$ cat config.mk
export PLATFORM = sky130hd
export DESIGN_NAME = multicycle_control
export DESIGN_NICKNAME = d
export VERILOG_FILES = /design/src/rtl/control_pkg.sv /design/src/rtl/control_opclass.sv /design/src/rtl/multicycle_control.sv
export SDC_FILE = /design/constraint.sdc
export NUM_CORES = 1
export LEC_CHECK = 0
export CELL_PAD_IN_SITES_DETAIL_PLACEMENT = 1
export CELL_PAD_IN_SITES_GLOBAL_PLACEMENT = 2
export CORE_UTILIZATION = 21
export DETAILED_ROUTE_END_ITERATION = 8
export PLACE_DENSITY_LB_ADDON = 0.3
export SYNTH_ARGS = -nofsm -noshare
export SYNTH_HDL_FRONTEND = slang
export SYNTH_HIERARCHICAL = 1
export SYNTH_SLANG_ARGS = --single-unit
$ cat constraint.sdc
create_clock -name clk -period 2.15 [get_ports clk]
set_input_delay 0.645 -clock clk [delete_from_list [all_inputs] [get_ports clk]]
set_output_delay 0.645 -clock clk [all_outputs]
set_load 0.03 [all_outputs]
$ cat src/rtl/control_pkg.sv
// Shared definitions for the multicycle control unit: FSM states,
// opcode values, instruction-class indices and datapath mux encodings.
package control_pkg;

   localparam int OPCODE_WIDTH = 6;
   localparam int ALU_WIDTH = 5;
   localparam logic [ALU_WIDTH-1:0] ALU_ADD_CODE = 5'b11111;

   typedef enum logic [3:0] {
      FETCH,
      DECODE,
      MEMADR,
      MEMRD,
      MEMWB,
      MEMWR,
      EXEC_R,
      WB_R,
      EXEC_I,
      WB_I,
      BRANCH,
      JAL,
      JR
   } state_t;

   localparam logic [OPCODE_WIDTH-1:0] OP_ANDR = 6'b100000;
   localparam logic [OPCODE_WIDTH-1:0] OP_NORR = 6'b100110;
   localparam logic [OPCODE_WIDTH-1:0] OP_NOTR = 6'b000100;
   localparam logic [OPCODE_WIDTH-1:0] OP_ROLV = 6'b000000;
   localparam logic [OPCODE_WIDTH-1:0] OP_RORV = 6'b000010;
   localparam logic [OPCODE_WIDTH-1:0] OP_NORI = 6'b001110;
   localparam logic [OPCODE_WIDTH-1:0] OP_LW   = 6'b100011;
   localparam logic [OPCODE_WIDTH-1:0] OP_SW   = 6'b101011;
   localparam logic [OPCODE_WIDTH-1:0] OP_BLEU = 6'b010000;
   localparam logic [OPCODE_WIDTH-1:0] OP_JAL  = 6'b000011;
   localparam logic [OPCODE_WIDTH-1:0] OP_JR   = 6'b001000;

   // Bit positions inside the one-hot instruction class vector
   localparam int CLS_R    = 0;
   localparam int CLS_NORI = 1;
   localparam int CLS_LW   = 2;
   localparam int CLS_SW   = 3;
   localparam int CLS_BLEU = 4;
   localparam int CLS_JAL  = 5;
   localparam int CLS_JR   = 6;
   localparam int CLS_N    = 7;

   localparam logic [1:0] SRCB_REGB  = 2'b00;
   localparam logic [1:0] SRCB_FOUR  = 2'b01;
   localparam logic [1:0] SRCB_IMM   = 2'b10;
   localparam logic [1:0] SRCB_IMMSH = 2'b11;

   localparam logic [1:0] PCSRC_ALU    = 2'b00;
   localparam logic [1:0] PCSRC_ALUOUT = 2'b01;
   localparam logic [1:0] PCSRC_JUMP   = 2'b10;
   localparam logic [1:0] PCSRC_REGA   = 2'b11;

   localparam logic [1:0] REGDST_RT  = 2'b00;
   localparam logic [1:0] REGDST_RD  = 2'b01;
   localparam logic [1:0] REGDST_R31 = 2'b10;

   localparam logic [1:0] MEMTOREG_ALUOUT = 2'b00;
   localparam logic [1:0] MEMTOREG_MDR    = 2'b01;
   localparam logic [1:0] MEMTOREG_PC     = 2'b10;

endpackage

$ cat src/rtl/control_opclass.sv
// Opcode classifier: turns the instruction opcode into a one-hot class
// vector so the FSM dispatches on a class rather than on raw opcodes.
module control_opclass
   import control_pkg::*;
(
   input  logic [OPCODE_WIDTH-1:0] opcode,
   output logic [CLS_N-1:0]        opclass,
   output logic                    valid
);

   // Unknown opcodes leave every class bit clear and drop valid
   always_comb begin
      opclass = '0;
      valid = 1'b1;
      case (opcode)
         OP_ANDR, OP_NORR, OP_NOTR, OP_ROLV, OP_RORV: opclass[CLS_R] = 1'b1;
         OP_NORI: opclass[CLS_NORI] = 1'b1;
         OP_LW:   opclass[CLS_LW] = 1'b1;
         OP_SW:   opclass[CLS_SW] = 1'b1;
         OP_BLEU: opclass[CLS_BLEU] = 1'b1;
         OP_JAL:  opclass[CLS_JAL] = 1'b1;
         OP_JR:   opclass[CLS_JR] = 1'b1;
         default: valid = 1'b0;
      endcase
   end

endmodule

$ cat src/rtl/multicycle_control.sv
// Multicycle control FSM: steps each instruction through fetch, decode
// and its class-specific execute/memory/writeback states, stalling on
// mem_ready during instruction fetch, load read and store write.
module multicycle_control
   import control_pkg::*;
#(
   parameter int OP_W = OPCODE_WIDTH,
   parameter int ALU_W = ALU_WIDTH,
   parameter logic [ALU_W-1:0] ALU_ADD = ALU_ADD_CODE
)
(
   input  logic             clk,
   input  logic             reset,
   input  logic [OP_W-1:0]  opcode,
   input  logic             mem_ready,
   output logic             PCWrite,
   output logic             IorD,
   output logic             IRWrite,
   output logic             MemWrite,
   output logic             RegWrite,
   output logic [1:0]       RegDst,
   output logic [1:0]       MemToReg,
   output logic             ALUSrcA,
   output logic [1:0]       ALUSrcB,
   output logic [ALU_W-1:0] ALUControl,
   output logic [1:0]       PCSrc,
   output logic             Branch,
   output logic             instr_done,
   output logic             illegal_op
);

   state_t state;
   logic [CLS_N-1:0] opclass;
   logic op_valid;

   control_opclass u_opclass (
      .opcode  (opcode),
      .opclass (opclass),
      .valid   (op_valid)
   );

   // State register with next-state selection; reset abandons any instruction
   always_ff @(posedge clk) begin
      if (reset) begin
         state <= FETCH;
      end else begin
         case (state)
            FETCH:  if (mem_ready) state <= DECODE;
            DECODE: begin
               if (!op_valid)               state <= FETCH;
               else if (opclass[CLS_R])     state <= EXEC_R;
               else if (opclass[CLS_NORI])  state <= EXEC_I;
               else if (opclass[CLS_LW] || opclass[CLS_SW]) state <= MEMADR;
               else if (opclass[CLS_BLEU])  state <= BRANCH;
               else if (opclass[CLS_JAL])   state <= JAL;
               else                         state <= JR;
            end
            MEMADR: state <= opclass[CLS_SW] ? MEMWR : MEMRD;
            MEMRD:  if (mem_ready) state <= MEMWB;
            MEMWR:  if (mem_ready) state <= FETCH;
            EXEC_R: state <= WB_R;
            EXEC_I: state <= WB_I;
            MEMWB, WB_R, WB_I, BRANCH, JAL, JR: state <= FETCH;
            default: state <= FETCH;
         endcase
      end
   end

   // Output decode from the current state; everything is held low during reset
   always_comb begin
      PCWrite = 1'b0;
      IorD = 1'b0;
      IRWrite = 1'b0;
      MemWrite = 1'b0;
      RegWrite = 1'b0;
      RegDst = REGDST_RT;
      MemToReg = MEMTOREG_ALUOUT;
      ALUSrcA = 1'b0;
      ALUSrcB = SRCB_REGB;
      ALUControl = '0;
      PCSrc = PCSRC_ALU;
      Branch = 1'b0;
      instr_done = 1'b0;
      illegal_op = 1'b0;
      if (!reset) begin
         case (state)
            FETCH: begin
               ALUSrcB = SRCB_FOUR;
               ALUControl = ALU_ADD;
               if (mem_ready) begin
                  IRWrite = 1'b1;
                  PCWrite = 1'b1;
               end
            end
            DECODE: begin
               ALUSrcB = SRCB_IMMSH;
               ALUControl = ALU_ADD;
               illegal_op = !op_valid;
            end
            MEMADR: begin
               ALUSrcA = 1'b1;
               ALUSrcB = SRCB_IMM;
               ALUControl = ALU_ADD;
            end
            MEMRD: IorD = 1'b1;
            MEMWB: begin
               RegWrite = 1'b1;
               MemToReg = MEMTOREG_MDR;
               instr_done = 1'b1;
            end
            MEMWR: begin
               IorD = 1'b1;
               MemWrite = 1'b1;
               instr_done = mem_ready;
            end
            EXEC_R: begin
               ALUSrcA = 1'b1;
               ALUControl = opcode[OP_W-1 -: ALU_W];
            end
            WB_R: begin
               RegWrite = 1'b1;
               RegDst = REGDST_RD;
               instr_done = 1'b1;
            end
            EXEC_I: begin
               ALUSrcA = 1'b1;
               ALUSrcB = SRCB_IMM;
               ALUControl = opcode[OP_W-1 -: ALU_W];
            end
            WB_I: begin
               RegWrite = 1'b1;
               instr_done = 1'b1;
            end
            BRANCH: begin
               ALUSrcA = 1'b1;
               ALUControl = opcode[OP_W-1 -: ALU_W];
               Branch = 1'b1;
               PCSrc = PCSRC_ALUOUT;
               instr_done = 1'b1;
            end
            JAL: begin
               PCWrite = 1'b1;
               PCSrc = PCSRC_JUMP;
               RegWrite = 1'b1;
               RegDst = REGDST_R31;
               MemToReg = MEMTOREG_PC;
               instr_done = 1'b1;
            end
            JR: begin
               PCWrite = 1'b1;
               PCSrc = PCSRC_REGA;
               instr_done = 1'b1;
            end
            default: ;
         endcase
      end
   end

endmodule

# ---- Word-level counts from Yosys, hierarchy flattened
# Cells that the tools add are included.
dict set report totals {
  ff_bits 4
}
dict set report op_classes {
  eq_ne 25
  mux 47
  n_reduce_logical 15
}
# operator count
set ops {}
lappend ops {{2-to-1 mux 4 bit} 7}
lappend ops {{case mux 4 bit (7 select lines)} 1}
lappend ops {{equality test 6 bit (second input constant)} 4}
lappend ops {{2-to-1 mux 1 bit} 24}
lappend ops {{equality test 4 bit (second input constant)} 5}
lappend ops {{equality test 4 x 3 -> 1 bit (second input constant)} 4}
lappend ops {{equality test 6 x 2 -> 1 bit (second input constant)} 2}
lappend ops {{equality test 6 x 4 -> 1 bit (second input constant)} 2}
lappend ops {{case mux 2 bit (3 select lines)} 2}
lappend ops {{OR reduction 11 bit} 1}
lappend ops {{case mux 5 bit (2 select lines)} 1}
lappend ops {{2-to-1 mux 3 bit} 3}
lappend ops {{equality test 4 x 2 -> 1 bit (second input constant)} 2}
lappend ops {{2-to-1 mux 2 bit} 4}
lappend ops {{case mux 2 bit (2 select lines)} 2}
lappend ops {{OR reduction 4 bit} 2}
lappend ops {{equality test 6 x 3 -> 1 bit (second input constant)} 1}
lappend ops {{equality test 6 x 5 -> 1 bit (second input constant)} 1}
lappend ops {{logical NOT 6 bit} 1}
lappend ops {{!= test 2 bit (second input constant)} 3}
lappend ops {{OR reduction 2 bit} 3}
lappend ops {{OR reduction 3 bit} 2}
lappend ops {{OR reduction 6 bit} 1}
lappend ops {{2-to-1 mux 5 bit} 1}
lappend ops {{other kinds (7)} 8}

# ---- Logic depth before layout (Yosys ltp)
# Gate-level depths: netlist of run 1.
dict set report depth {
  word_depth 9
  mapped_depth 8
}

# ---- Cells and area by module
# The synthesis of run 1 kept the hierarchy.
# module instances cells_per_inst area_each_um2 seq_area_each_um2
set modules_own_cells {}
lappend modules_own_cells {multicycle_control 1 109 703.2 80.1}
lappend modules_own_cells {control_opclass 1 32 226.5 0.0}

# ---- Worst setup path after synthesis of run 1
# Ideal clock, no wire load.
dict set report synth_path {
  path_kind {input port to output port}
  start {in opcode[5]}
  end {out illegal_op}
  t_arrival_ns 2.301
  required_time_ns 1.505
  setup_slack_ns -0.796
  cell_stages 5
  path_buffers 1
  cell_sequence {buf_6 > and4b_1 > o31ai_1 > o211ai_1 > nor4_1}
}
dict set report synth_via {
  elab_chain_cells 6
  elab_cells_between_ends 16
  cone_classes {eq/ne (10); mux (3); reduce/logical (3)}
}
# item line
set synth_lines {}
lappend synth_lines {{start: declaration} multicycle_control.sv:14} ;# input logic [OP_W-1:0] opcode,
lappend synth_lines {{equality test 6 bit, or another cell as far along} control_opclass.sv:15} ;# case (opcode)
lappend synth_lines {{OR reduction 11 bit (no source line) (*)} -}
lappend synth_lines {{2-to-1 mux 1 bit (*)} control_opclass.sv:15}
lappend synth_lines {{net op_valid} multicycle_control.sv:34} ;# logic op_valid;
lappend synth_lines {{logical NOT 1 bit (*)} multicycle_control.sv:98} ;# illegal_op = !op_valid;
lappend synth_lines {{2-to-1 mux 1 bit (*)} multicycle_control.sv:86} ;# case (state)
lappend synth_lines {{2-to-1 mux 1 bit (*)} multicycle_control.sv:85} ;# if (!reset) begin
lappend synth_lines {{end: declaration} multicycle_control.sv:29} ;# output logic illegal_op
# The timed path passes the listed nets; every way through them passes the cells marked *.

# ---- Worst setup path after layout of run 1
dict set report layout_path {
  start {in opcode[1]}
  end {out illegal_op}
}
# Same word-level chain as after synthesis.

==> results.yml, run 1 <==
run_status:
  status: "complete, but fails checks"
  violations: "negative setup slack"
sta:
  max_slew_margin_pct: 62.4
  tightest_slew_ns: 0.559
  finClkSkew_ns: 0.00172
  drv_slew: 0
  setup-tns-final_ns: -0.206
  fin_crit_sh_pct: 110
  layout_setup_ws_ns: -0.206
  setup-violations-final: 1
  max_freq_ghz: 0.425
  rsz0062_at_grt: "yes"
  min_period_ns: 2.36
  hold_viol: 0
finish:
  syn_to_final_growth_pct: 93.1
  final_cell_count_no_fill: 254
  diodes: 0
  largestRegisters: "state: 4 flops"
  largest_reg_flops: 4
  fin_area_mm2: 0.00178
  drive_above_1_share_pct: 54.9
  layout.nets: 215
  largest_register: "state"
cts:
  cts_max_path_buffers: 2
  numCtsBuffers: 3
  clk_latency_ns: 0.22
  holdBufCountCts: 0
  cts.clk_slew.worst_paths_ns: 0.03
  cts_max_level: 1
  cts_tree: "done"
  ctsRootBufferMaster: "clkbuf_8"
  cts_sinks: 4
synthesis:
  syn_area_per_cell_um2: 6.60
  synth_area_um2: 923
  synth_warnings: 6
  synth_nets: 149
  synthCells: 140
setup_path:
  r2r-start: "state[3]"
  worst_ep_required_time_ns: 1.50
  r2r_setup_slack_ns: 0.62
  r2r-end: "state[0]"
  path_class: "in -> out"
  reg2reg_depth: 5
  startpoint_type: "primary input"
  critPathCaptureType: "primary output"
  cp_max_fo: 5
  worstPathArrival_ns: 1.71
min_path:
  hold_start: "state[0]"
  hold_end: "state[3]"
  holdCritPathClass: "reg -> reg"
  min_path_cells: 3
floorplan:
  rows: 23
  initial_utilization_pct: 22.4
  die_area_mm2: 0.00467
  io-pin-count: 31
  die_w_um: 68.3
  dieHeight_um: 68.3
  coreArea_mm2: 0.00412
route:
  remaining_drc_errors: 0
  wl_per_cell_um: 16.2
  wl_met1_um: 1800
  drtPass1Iterations: 4
  wl_um: 4100
  ant_nets: 0
  met3_length_um: 115
  via_per_inst: 5.08
  wl_met2_um: 2120
  dr.max_layer_used: "met4"
  vias: 1290
  drt_iter0_drc: 41
job:
  maxCapViolCount: 0
global_routing:
  grt_pass1_vias: 1325
  antenna_found_initial: 0
  grt_pass1_wl_um: 6420
  grt.overflow.total: 0
  track_usage_pct: 18.3
  grt_max_degree: 14
place:
  portBuffers: 30
  place_congestion: 0.848
  dp_hpwl_um: 2840
  placed_cell_area_mm2: 0.00150
  dpl.cell_count: 238
power_and_ir_drop:
  powerDensity_mw_per_mm2: 311
  leakage_nw: 0.723
  peakVddDrop_v: 0.000102
through the flow:
| step | total power [mW] | worst slack (ns) | hold WS (ns) | utilization, % |
|---|---|---|---|---|
| 6_report | 0.554 | -0.206 | 0.713 | 43.3 |
| 4_1_cts | 0.538 | -0.295 | 0.722 | 40.3 |
| 5_1_grt | 0.585 | -0.324 | 0.741 | 43.3 |
| 3_3_place_gp | 0.342 | -0.827 | 0.762 | 36.3 |
| 3_5_place_dp | 0.347 | -0.885 | 0.786 | 36.3 |
| 2_1_floorplan | 0.254 | -0.240 | 0.632 | - |
critical path, cell delays in order:
cell and delay (ns):
buf_8 0.10, and4b_1 0.21, o31ai_2 0.18, o211ai_1 0.11, buf_4 0.16, nor4_4 0.13, buf_6 0.16
metal layers:
| metal | GRT usage, % | up-vias |
|---|---|---|
| li1 | - | 634 |
| met1 | 22.6 | 619 |
| met2 | 31.9 | 28 |
| met3 | 1.50 | 9 |
| met4 | 8.33 | 0 |
| met5 | 0 | - |
cells in the final DEF, fill, tap and decap left out, types with 2 or more instances in the layout:
| master | instances |
|---|---|
| buf_4 | 53 |
| nor2_1 | 13 |
| nand2_1 | 11 |
| buf_6 | 11 |
| a21oi_2 | 10 |
| a21oi_1 | 8 |
| nor2b_1 | 7 |
| o21bai_1 | 6 |
| nand2b_1 | 5 |
| nor3_1 | 5 |
| nor4_1 | 4 |
| buf_8 | 4 |
| nor3_4 | 3 |
| o21ai_1 | 3 |
| o21ai_0 | 3 |
| or2_1 | 3 |
| inv_1 | 3 |
| clkbuf_8 | 3 |
| or2_4 | 2 |
| xnor2_1 | 2 |
| nor2_2 | 2 |
| nor2b_2 | 2 |
| and3_1 | 2 |
| nor3b_4 | 2 |
| xor2_1 | 2 |
| nor3_2 | 2 |
| a31oi_1 | 2 |
| o2bb2ai_1 | 2 |
| buf_12 | 2 |
| dfxtp_4 | 2 |
repair_timing:
| action | 4_1_cts | 5_1_grt |
|---|---|---|
| gates resized for setup | 50 | 29 |
| setup endpoints to repair | 26 | 15 |
| pin swaps | 9 | 16 |
| setup buffers | 5 | 6 |
| gates cloned | 2 | 0 |
report_power, final:
group	internal, mW	switching, mW
Sequential	0.0778	0.00977
Combinational	0.144	0.158
Clock	0.120	0.0446
Total	0.341	0.212
final cells by class:
| type | count | area, um2 |
|---|---|---|
| Sequential cell | 4 | 88.8 |
| Tap cell | 50 | 62.6 |
| Timing Repair Buffer | 74 | 692 |
| Inverter | 3 | 11.3 |
| Clock buffer | 3 | 41.3 |
| Multi-Input combinational cell | 120 | 887 |
| Fill cell | 491 | 2330 |
worst max-delay path by stage:
stage	slack (ns)	startpoint	end	cells past startpoint
final	-0.21	opcode[1]	illegal_op	7
after global routing	-0.32	opcode[1]	illegal_op	7
after CTS	-0.30	opcode[1]	illegal_op	7
after detailed placement	-0.89	opcode[5]	illegal_op	6
after global placement	-0.83	opcode[5]	illegal_op	6
after floorplan	-0.24	opcode[5]	illegal_op	5
No activity file was read; power rests on OpenSTA's default activity.
==> run 2: changes to the inputs <==
Settings changed: ABC_AREA from default to 1, CORE_UTILIZATION 21 to 17, CTS_BUF_LIST from default to sky130_fd_sc_hd__clkbuf_8.
==> run 2 against run 1 <==
The flow still finishes with violations (negative setup slack). Clock-buffer cell count unchanged. Critical path depth up 2. Utilization down 2.6 points. First-iteration DRC count down 15%. Sequential share of layout area up 0.59 points. Largest cell class unchanged. Synthesized cell count up 7.1%. Via count down 10%. Maximum frequency up 7.3%. Global-route usage down 2.7 points. Final cell count up 3.5%.
==> results.yml, run 2 <==
route:
  via_per_inst: 4.41
  vias: 1161
  drtPass1Iterations: 4
  wl_um: 3380
  remaining_drc_errors: 0
  wl_per_cell_um: 12.9
  drt_iter0_drc: 35
  ant_nets: 0
finish:
  diodes: 0
  final_common_cell: "buf_4"
  layout.nets: 224
  syn_to_final_growth_pct: 129
  num-fill-cells: 522
  mostFrequentLayoutCells: "42 x buf_4, 30 x nand2_1, 19 x inv_1"
  largest_reg_flops: 4
  largest_register: "state"
  fin_area_mm2: 0.00164
  largestRegisters: "state: 4 flops"
  drive_above_1_share_pct: 59.6
  final_cell_count_no_fill: 263
setup_path:
  critPathCaptureType: "primary output"
  worstPathArrival_ns: 1.55
  r2r-end: "state[2]"
  critical_path.max_stage_delay_ns: 0.18
  critPathBufInv: 3
  crit_top_cell: "nor2_4"
  cp_top_family: "simple AND/OR/NAND/NOR gates"
  r2r-start: "state[3]"
  startpoint_type: "primary input"
  worst_ep_required_time_ns: 1.50
  crit_path_top_delay_cell: "buf_4"
  cp_max_fo: 4
  crit_chain: "buf_8 > inv_4 > nor2_4 > nand3_1 > nand2_2 > nor2_4 > nand3_2 > nor3_2 > buf_4"
  path_class: "in -> out"
  r2r_setup_slack_ns: 0.73
  reg2reg_depth: 8
global_routing:
  grt_pass1_wl_um: 5310
  track_usage_pct: 15.6
  grt.overflow.total: 0
  grt_max_degree: 8
  grt_pass1_vias: 1209
  antenna_found_initial: 0
run_status:
  status: "complete, but fails checks"
  violations: "negative setup slack"
synthesis:
  synth_warnings: 6
  syn_area_per_cell_um2: 4.77
  synth_area_um2: 716
  synthCells: 150
  synth_nets: 159
sta:
  setup-violations-final: 1
  hold_ws_ns: 0.635
  max_freq_ghz: 0.455
  drv_slew: 0
  min_period_ns: 2.20
  fin_crit_sh_pct: 102
  layout_setup_ws_ns: -0.0462
  finClkSkew_ns: 0.000262
  tightest_slew_ns: 0.277
  rsz0062_at_grt: "yes"
  setup-tns-final_ns: -0.0462
  hold_viol: 0
  max_slew_margin_pct: 81.5
place:
  portBuffers: 30
  dpl.cell_count: 245
  dp_hpwl_um: 2430
  placed_cell_area_mm2: 0.00118
  place_congestion: 0.894
power_and_ir_drop:
  peakVddDrop_v: 0.000109
  leakage_nw: 0.801
  p_comb_share_pct: 51.7
  powerDensity_mw_per_mm2: 304
  power_uw: 498
  switching_share_pct: 38.9
  p_clk_share_pct: 31.2
  seqPwrFrac_pct: 17.1
  p_sw_uw: 194
  p_int_uw: 304
cts:
  cts_max_level: 1
  numCtsBuffers: 3
  clk_latency_ns: 0.21
  holdBufCountCts: 0
  cts_max_path_buffers: 2
  cts.clk_slew.worst_paths_ns: 0.03
  cts_sinks: 4
  cts_tree: "done"
  ctsRootBufferMaster: "clkbuf_8"
floorplan:
  io-pin-count: 31
  initial_utilization_pct: 17.8
  die_area_mm2: 0.00447
  dieHeight_um: 66.9
  die_w_um: 66.9
  coreArea_mm2: 0.00403
  rows: 23
min_path:
  holdCritPathClass: "reg -> reg"
  min_path_cells: 3
  hold_start: "state[1]"
  hold_end: "state[2]"
job:
  maxCapViolCount: 0
[run 2: cell count changes in the layout (fill, tap and decap cells not counted), moves of 7 or more]
| cell | change |
|---|---|
| nand2_1 | +19 |
| inv_2 | +7 |
| nor2b_1 | -7 |
| nand3_1 | +8 |
| nor2_4 | +10 |
| inv_1 | +16 |
| nand2_2 | +7 |
| buf_4 | -11 |
[run 2: worst max-delay path by stage]
stage / startpoint / end / slack (ns) / depth (start not counted)
2_1_floorplan: reset / MemToReg[0] / -0.32 / 2
3_3_place_gp: opcode[1] / illegal_op / -0.53 / 8
6_report: opcode[5] / illegal_op / -0.05 / 9
3_5_place_dp: opcode[3] / illegal_op / -0.59 / 8
4_1_cts: opcode[2] / illegal_op / -0.07 / 9
5_1_grt: opcode[5] / illegal_op / -0.12 / 9
[run 2: worst min-delay path, cell delays in order, from the launching register on]
cell	delay (ns)
dfxtp_4	0.38
nor2_2	0.07
nand3_1	0.09
a21oi_1	0.06
[run 2: power by group through the flow]
stage	clock (mW)	combinational (mW)	sequential, mW
after detailed placement	0	0.188	0.0843
final	0.155	0.258	0.0854
after CTS	0.158	0.218	0.0873
after global routing	0.166	0.277	0.0860
after floorplan	0	0.106	0.0841
after global placement	0	0.186	0.0841
[run 2: through the flow]
stage               setup WS [ns]  util [%]
finish                    -0.0462      40.7
global route               -0.118      40.7
CTS                       -0.0657      34.6
floorplan                  -0.320         -
detailed placement         -0.585      29.2
global placement           -0.532      29.2
[run 2: cell type report]
type / instances / area, um2 / area share, %
multi-input combinational: 114 / 767 / 46.8
clock buffer: 3 / 41.3 / 2.52
tap: 50 / 62.6 / 3.81
timing repair buffer: 62 / 553 / 33.7
sequential: 4 / 91.3 / 5.57
inverter: 30 / 125 / 7.63
[run 2: per-layer routing]
layer / share of wire [%] / vias to the layer above / GRT usage, %
li1: - / 595 / -
met1: 43 / 531 / 18.0
met2: 52 / 28 / 27.9
met3: 2.7 / 7 / 1.88
met4: 1.7 / 0 / 7.98
met5: 0 / - / 0
[run 2: what timing repair did]
item                                    4_1_cts  5_1_grt
pin swaps                                     8       22
endpoints found under the setup margin       22       13
setup buffers                                10        5
resized for setup                            63       65
==> run 3: changes to the inputs <==
Settings changed: SETUP_SLACK_MARGIN from default to 0.15.
==> run 3 against run 2 <==
The flow still finishes with violations (negative setup slack). Sequential power increased by 2.8%. Utilization increased by 13 points. First-iteration DRC count grew 26%. Register-to-register slack got worse by 0.05 ns. Setup slack worse by 0.021 ns. Routed wire length up 34%. Critical path type unchanged. Critical endpoint unchanged. Highest routed layer unchanged.
==> results.yml, run 3 (synthesis results as in run 2) <==
route:
  wl_met1_um: 1660
  remaining_drc_errors: 0
  dr.max_layer_used: "met4"
  wl_per_cell_um: 15.7
  drtPass1Iterations: 4
  drt_iter0_drc: 44
  via_per_inst: 4.59
  wl_um: 4540
  ant_nets: 0
  vias: 1330
  met3_length_um: 129
  wl_met2_um: 2570
power_and_ir_drop:
  p_clk_share_pct: 27.0
  powerDensity_mw_per_mm2: 278
  p_int_uw: 364
  power_uw: 602
  switching_share_pct: 39.6
  p_sw_uw: 238
  p_comb_share_pct: 58.5
  peakVddDrop_v: 0.000117
  seqPwrFrac_pct: 14.6
  leakage_nw: 1.05
place:
  dp_hpwl_um: 2760
  place_congestion: 0.795
  placed_cell_area_mm2: 0.00140
  dpl.cell_count: 263
  portBuffers: 30
  pre_cts_ws_ns: -0.753
floorplan:
  rows: 23
  coreArea_mm2: 0.00403
  die_area_mm2: 0.00447
  io-pin-count: 31
  die_w_um: 66.9
  dieHeight_um: 66.9
  initial_utilization_pct: 17.8
global_routing:
  grt_pass1_wl_um: 6420
  grt_max_degree: 9
  grt_pass1_vias: 1425
  track_usage_pct: 19.1
  antenna_found_initial: 0
  grt.overflow.total: 0
min_path:
  holdCritPathClass: "reg -> reg"
  min_path_cells: 3
  hold_end: "state[1]"
  hold_start: "state[1]"
cts:
  numCtsBuffers: 3
  cts_tree: "done"
  cts_max_path_buffers: 2
  clk_latency_ns: 0.22
  cts.clk_slew.worst_paths_ns: 0.03
  cts_max_level: 1
  cts_sinks: 4
  holdBufCountCts: 0
  ctsRootBufferMaster: "clkbuf_8"
setup_path:
  r2r-end: "state[2]"
  critical_path.max_stage_delay_ns: 0.20
  cp_top_family: "simple AND/OR/NAND/NOR gates"
  cp_max_fo: 4
  path_class: "in -> out"
  crit_chain: "buf_8 > nand2_4 > inv_4 > nand3_2 > nand2_2 > nor2_2 > nand3_2 > nor3_4 > buf_6"
  worstPathArrival_ns: 1.57
  cp_num_cells: 9
  r2r-start: "state[0]"
  r2r_setup_slack_ns: 0.68
  critPathCaptureType: "primary output"
  critPathBufInv: 3
  worst_ep_required_time_ns: 1.50
  reg2reg_depth: 10
  startpoint_type: "primary input"
  crit_path_top_delay_cell: "nor3_4"
  crit_top_cell: "nand3_2"
sta:
  max_slew_margin_pct: 79.5
  drv_slew: 0
  tightest_slew_ns: 0.307
  min_period_ns: 2.22
  fin_crit_sh_pct: 103
  setup-violations-final: 7
  max_freq_ghz: 0.451
  finClkSkew_ns: 0.00346
  rsz0062_at_grt: "yes"
  hold_viol: 0
  layout_setup_ws_ns: -0.0668
finish:
  layout.nets: 251
  largestRegisters: "state: 4 flops"
  largest_reg_flops: 4
  final_cell_count_no_fill: 290
  fin_area_mm2: 0.00217
  diodes: 0
  drive_above_1_share_pct: 75.0
  num-fill-cells: 474
  syn_to_final_growth_pct: 203
  mostFrequentLayoutCells: "41 x buf_6, 40 x buf_4, 20 x nand2_1"
  post-route-util_pct: 53.8
  largest_register: "state"
  final_common_cell: "buf_6"
job:
  maxCapViolCount: 0
run_status:
  status: "complete, but fails checks"
  violations: "negative setup slack"
-- run 3: changes by cell type in the layout (fill, tap and decap cells not counted), moves of 5 or more --
cell / change
a21oi_2: -6
a21oi_4: +6
buf_6: +26
inv_4: +5
nand2_1: -10
nand2_2: +5
nand2_4: +6
nor2_1: -6
nor2_4: +7
-- run 3: power groups by stage --
stage	registers, mW	clock network, mW	logic, mW
floorplan	0.0845	0	0.116
global placement	0.0839	0	0.217
detailed placement	0.0842	0	0.221
CTS	0.0864	0.160	0.288
global route	0.0882	0.168	0.371
finish	0.0878	0.162	0.352
-- run 3: worst max-delay path by stage --
| stage | from | end | slack, ns |
|---|---|---|---|
| 2_1_floorplan | opcode[2] | illegal_op | -0.04 |
| 3_3_place_gp | reset | instr_done | -0.72 |
| 3_5_place_dp | reset | instr_done | -0.75 |
| 4_1_cts | opcode[1] | illegal_op | -0.04 |
| 5_1_grt | opcode[1] | illegal_op | -0.13 |
| 6_report | opcode[1] | illegal_op | -0.07 |
-- run 3: worst reg2reg max path: stages, from the launching register on --
cell and delay, ns:
dfxtp_4 0.42, buf_6 0.13, inv_4 0.03, nor2_4 0.09, buf_4 0.13, nand2_2 0.09
nor2_2 0.18, nand2_1 0.08, nand2_1 0.07, nand2_1 0.05, a21oi_1 0.13
-- run 3: per-layer routing --
metal | track usage (%) | vias to the layer above
met3 | 2.23 | 15
met4 | 9.84 | 0
met1 | 18.2 | 630
li1 | - | 651
met5 | 0 | -
met2 | 38.9 | 34
-- run 3: final cells by class --
type / count / area (um2) / share of cell area, %
Clock buffer: 3 / 41.3 / 1.91
Inverter: 30 / 138 / 6.35
Multi-Input combinational cell: 114 / 933 / 43.1
Sequential cell: 4 / 95.1 / 4.39
Tap cell: 50 / 62.6 / 2.89
Timing Repair Buffer: 89 / 897 / 41.4
-- run 3: per-stage QoR --
| step | hold WS [ns] | TNS (ns) |
|---|---|---|
| 6_report | 0.778 | -0.365 |
| 5_1_grt | 0.796 | -0.811 |
| 4_1_cts | 0.723 | -0.0826 |
| 3_5_place_dp | 0.745 | -7.72 |
| 3_3_place_gp | 0.732 | -7.22 |
| 2_1_floorplan | 0.607 | -0.0396 |
-- run 3: timing repair --
| action | CTS | global route |
|---|---|---|
| buffers inserted | 14 | 10 |
| pin swaps | 27 | 29 |
| resized for setup | 136 | 66 |
| hold endpoints to repair | 0 | 0 |
| setup endpoints to repair | 26 | 21 |
==> edit 1, RTL diff (flow settings as in run 2) <==
Make the reset (`reset`) asynchronous in one clocked block.
--- a/src/rtl/multicycle_control.sv
+++ b/src/rtl/multicycle_control.sv
@@ -41,5 +41,5 @@
 
    // State register with next-state selection; reset abandons any instruction
-   always_ff @(posedge clk) begin
+   always_ff @(posedge clk or posedge reset) begin
       if (reset) begin
          state <= FETCH;
Behaviour: same outputs for any inputs over 10 cycles, from zero or initial values and one cycle with reset high; that may be too few to reach the edited logic, so the function may still have changed.
==> edit 1 against run 2 <==
  * The run still ends with negative setup slack left
  * Fmax fell by 4.6%
  * Final area rose by 11%
  * Sequential cell count did not move
  * Register-to-register slack improved by 30 ps
  * Synthesized area rose by 10%
  * Routed wire length rose by 13%
  * Synthesized cell count fell by 2.0%
  * Count of clock-buffer cells in the layout did not move
  * Core utilization rose by 0.64 points
  * Setup slack got worse by 100 ps
  * Critical path type unchanged
  * Critical endpoint unchanged
Power is not compared: it rests on default switching activity, and its combinational part moved more than twofold at a synthesized area within 25%.
==> edit 1: results (changes against run 2) <==
Outcome
  – Failing checks: negative setup slack (unchanged)
  – Outcome: finished with violations (unchanged)

Final layout
  – Non-clock buffering overhead: 38.6% (was 33.7%)
  – Fraction of layout instances using a drive strength above 1: 69.3% (was 59.6%)
  – Fillers: 552 (was 522)
  – Reg area: 104 um2 (was 91.3 um2)
  – Non-clock buffers: 77 (was 62)
  – Layout clock buffers: 3 (unchanged)
  – Area of the multi-input gates: 802 um2 (was 767 um2)
  – Area Overhead vs Synth: 132% (was 129%)

Global route
  – Global-route wire length before repair: 5950 um (was 5310 um)
  – GRT Resource Usage Total: 14.9% (was 15.6%)
  – Largest net degree at the start of global routing: 13 (was 8)
  – Vias in the first global route: 1,299 (was 1,209)

Routing
  – Total wire length: 3830 um (was 3380 um)
  – Routed WL per cell: 13.8 um (was 12.9 um)
  – Met2 WL post-DR: 2140 um (was 1770 um)
  – Via count: 1,223 (was 1,161)
  – Iter 0 DRT Violations: 14 (was 35)
  – Routed met1 length: 1550 um (was 1460 um)

STA
  – Hold WS: 576 ps (was 635 ps)
  – Final Worst Setup Slack: -151 ps (was -46.2 ps)
  – Setup TNS: -438 ps (was -46.2 ps)
  – Max Clock Skew: 7.57 ps (was 0.262 ps)
  – Final setup violation count: 8 (was 1)

Placed design
  – Final HPWL DP: 2400 um (was 2430 um)
  – Gpl congestion: 0.754 (was 0.894)
  – # placed instances: 244 (was 245)
  – DP Area: 1240 um2 (was 1180 um2)
  – Pre-CTS setup slack: -649 ps (was -585 ps)

Clocking
  – Clock latency on the worst-skew pair: 230 ps (was 210 ps)
  – Post_cts resized: 70 (was 63)
  – Max clock buf depth: 2 (unchanged)
  – Clk sinks: 4 (unchanged)
  – H-tree Lvls: 1 (unchanged)
  – Post-CTS setup buffers: 19 (was 10)

Critical path
  – Worst r2r src: state[3] (unchanged)
  – RR Endpoint: state[0] (was state[2])
  – Crit path DAT: 1660 ps (was 1550 ps)
  – Critical path's slowest cell: nor3_2 (was buf_4)
  – Worst r2r path cells: 7 (was 8)
  – Reg-to-reg slack, setup: 760 ps (was 730 ps)

Logic synthesis
  – Mean Syn Cell Area: 5.35 um2 (was 4.77 um2)
  – Syn Nets: 156 (was 159)

Power
  – Leak: 0.940 nW
==> edit 1: per-layer routing <==
| metal | GRT usage, % | up-vias |
|---|---|---|
| met5 | 0 | - |
| met4 | 5.56 | 0 |
| met3 | 1.44 | 6 |
| met2 | 29.0 | 29 |
| met1 | 16.4 | 571 |
| li1 | - | 617 |
==> edit 1: how the worst max path moves through the flow <==
stage	endpoint	slack (ps)	cells past startpoint	startpoint
after global routing	illegal_op	-210	8	opcode[4]
after detailed placement	illegal_op	-650	8	opcode[4]
final	illegal_op	-150	10	opcode[5]
after floorplan	illegal_op	-40	7	opcode[2]
after CTS	illegal_op	-60	9	opcode[0]
after global placement	illegal_op	-520	8	opcode[4]
==> edit 1: report_power, final <==
part | leakage [nW] | switching (mW) | internal (mW) | total (mW)
sequential | 0.0483 | 0.0464 | 0.103 | 0.150
combinational | 0.870 | 0.726 | 0.550 | 1.28
clock | 0.0216 | 0.0487 | 0.120 | 0.169
==> edit 2, RTL diff (config.mk and constraints of run 2) <==
Without the edit above. `OPCODE_WIDTH`: 6 -> 12.
--- a/src/rtl/control_pkg.sv
+++ b/src/rtl/control_pkg.sv
@@ -3,5 +3,5 @@
 package control_pkg;
 
-   localparam int OPCODE_WIDTH = 6;
+   localparam int OPCODE_WIDTH = 12;
    localparam int ALU_WIDTH = 5;
    localparam logic [ALU_WIDTH-1:0] ALU_ADD_CODE = 5'b11111;
Ports: changed (resized opcode); port bits go from 31 to 37. The function was not compared with the original's and may differ.
==> edit 2 against run 2 <==
  * The run still ends with negative setup slack left
  * Cell count grew 8.4%
  * Core utilization shrank 4.1 points
  * Hold slack gained 37 ps
  * Sequential power shrank 7.0%
  * Register-to-register slack gained 70 ps
  * Routed wire length shrank 5.4%
  * Final area grew 0.61%
  * Sequential cell count is the same
  * Sequential share of layout area is essentially flat
  * Combinational power shrank 34%
  * Synthesized area grew 15%
  * First-iteration DRC count grew 11%
  * Power shrank 17%
  * Setup slack lost 62 ps
  * Critical path type unchanged
  * Largest cell class unchanged
==> edit 2: results (changes against run 2) <==
Global route
  – Initial antenna violation count: 0 (unchanged)
  – Largest net degree at the start of global routing: 9 (was 8)
  – GRT Resource Usage Total: 14.5% (was 15.6%)
  – Vias in the first global route: 1,337 (was 1,209)
  – Global-route wire length before repair: 5910 um (was 5310 um)

Logic synthesis
  – Synthesis Warnings: 6 (unchanged)
  – Syn Nets: 188 (was 159)

Critical path
  – Crit-path max FO: 3 (was 4)
  – Critical path's slowest cell: buf_4 (unchanged)
  – Delay of the slowest critical-path stage: 180 ps (about the same)
  – Reg-to-reg slack, setup: 800 ps (was 730 ps)
  – Worst path top cell family by delay: simple AND/OR/NAND/NOR gates (unchanged)
  – Crit path DAT: 1610 ps (was 1550 ps)

Clocking
  – CTS Buf Count: 3 (unchanged)
  – Clock transition at the registers of the reported paths: 30 ps (about the same)
  – CTS Root Cell: clkbuf_8 (unchanged)
  – H-tree Lvls: 1 (unchanged)
  – Max clock buf depth: 2 (unchanged)

Final layout
  – Final #Nets: 250 (was 224)
  – Fraction of layout instances using a drive strength above 1: 52.8% (was 59.6%)
  – Fillers: 574 (was 522)
  – Ant diodes: 0 (unchanged)

STA
  – Final Hold Viols: 0 (unchanged)
  – Max Clock Skew: 0.635 ps (was 0.262 ps)
  – Final setup violation count: 1 (unchanged)
  – Final Worst Setup Slack: -108 ps (was -46.2 ps)
  – Worst Max-Slew Pin Slew: 274 ps (was 277 ps)

Routing
  – Iter 0 DRT Violations: 39 (was 35)
  – Via count: 1,215 (was 1,161)
  – Met2 WL post-DR: 1670 um (was 1770 um)
  – Number of remaining DRC errors: 0 (unchanged)
  – Pre-antenna DRT Iters: 3 (was 4)
  – Routed met1 length: 1400 um (was 1460 um)
  – DR WL met3: 61 um (was 91 um)
  – Routed WL per cell: 11.2 um (was 12.9 um)

Hold path
  – Worst min path class: flip-flop to flip-flop (unchanged)

Placed design
  – Final HPWL DP: 2590 um (was 2430 um)
  – Gpl congestion: 0.734 (was 0.894)
  – IO Port Bufs: 36 (was 30)

Power
  – VDD IR max: 106 uV (was 109 uV)
  – Leak: 0.851 nW (was 0.801 nW)

Outcome
  – Outcome: finished with violations (unchanged)
  – Failing checks: negative setup slack (unchanged)
==> edit 2: cell type report <==
class                   instances  area share (%)
repair buffers                 59            32.3
multi-input cells             133            47.8
inverters                      34            7.88
clock buffers                   3            2.50
flip-flops and latches          4            5.61
well taps                      52            3.94
==> edit 2: report_power, final <==
part           switching [mW]  leakage (nW)  internal (mW)
sequential            0.00547        0.0352         0.0739
combinational          0.0927         0.794         0.0787
clock                  0.0444        0.0216          0.120
total                   0.143         0.851          0.272
==> edit 2: final timing paths <==
path / from / endpoint / depth (start not counted)
worst max-delay path: opcode[5] / illegal_op / 11
worst min-delay path: state[1] / state[1] / 3
worst max register to register: state[0] / state[2] / 8
worst min register to register: state[1] / state[1] / 3
==> edit 2: through the flow <==
step / cells / worst slack, ps / TNS [ps] / cell area [um2] / hold WS (ps)
finish: 285 / -108 / -108 / 1650 / 672
global route: 285 / -180 / -414 / 1650 / 727
CTS: 285 / -104 / -170 / 1590 / 660
detailed placement: 279 / -596 / -4890 / 1380 / 715
global placement: 279 / -608 / -5260 / 1380 / 685
floorplan: 173 / -320 / -1110 / 855 / 561
==> edit 2: timing repair <==
action                     CTS  global route
resized for setup          114            21
setup endpoints to repair   24            18
buffers inserted             3             0
pin swaps                   24            13
==> edit 2: worst min-delay path, delay by kind of cell, from the launching register on <==
kind	cells	cell delay, ps
AOI/OAI and AO/OA	1	70
buffers and inverters	1	100
DFF	1	360
and+or+nand+nor	1	90
==> edit 2: metal layers <==
layer  vias to the layer above  GRT usage [%]
met3                         6          0.985
met2                        23           27.5
met5                         -              0
li1                        650              -
met1                       536           16.8
met4                         0           5.88
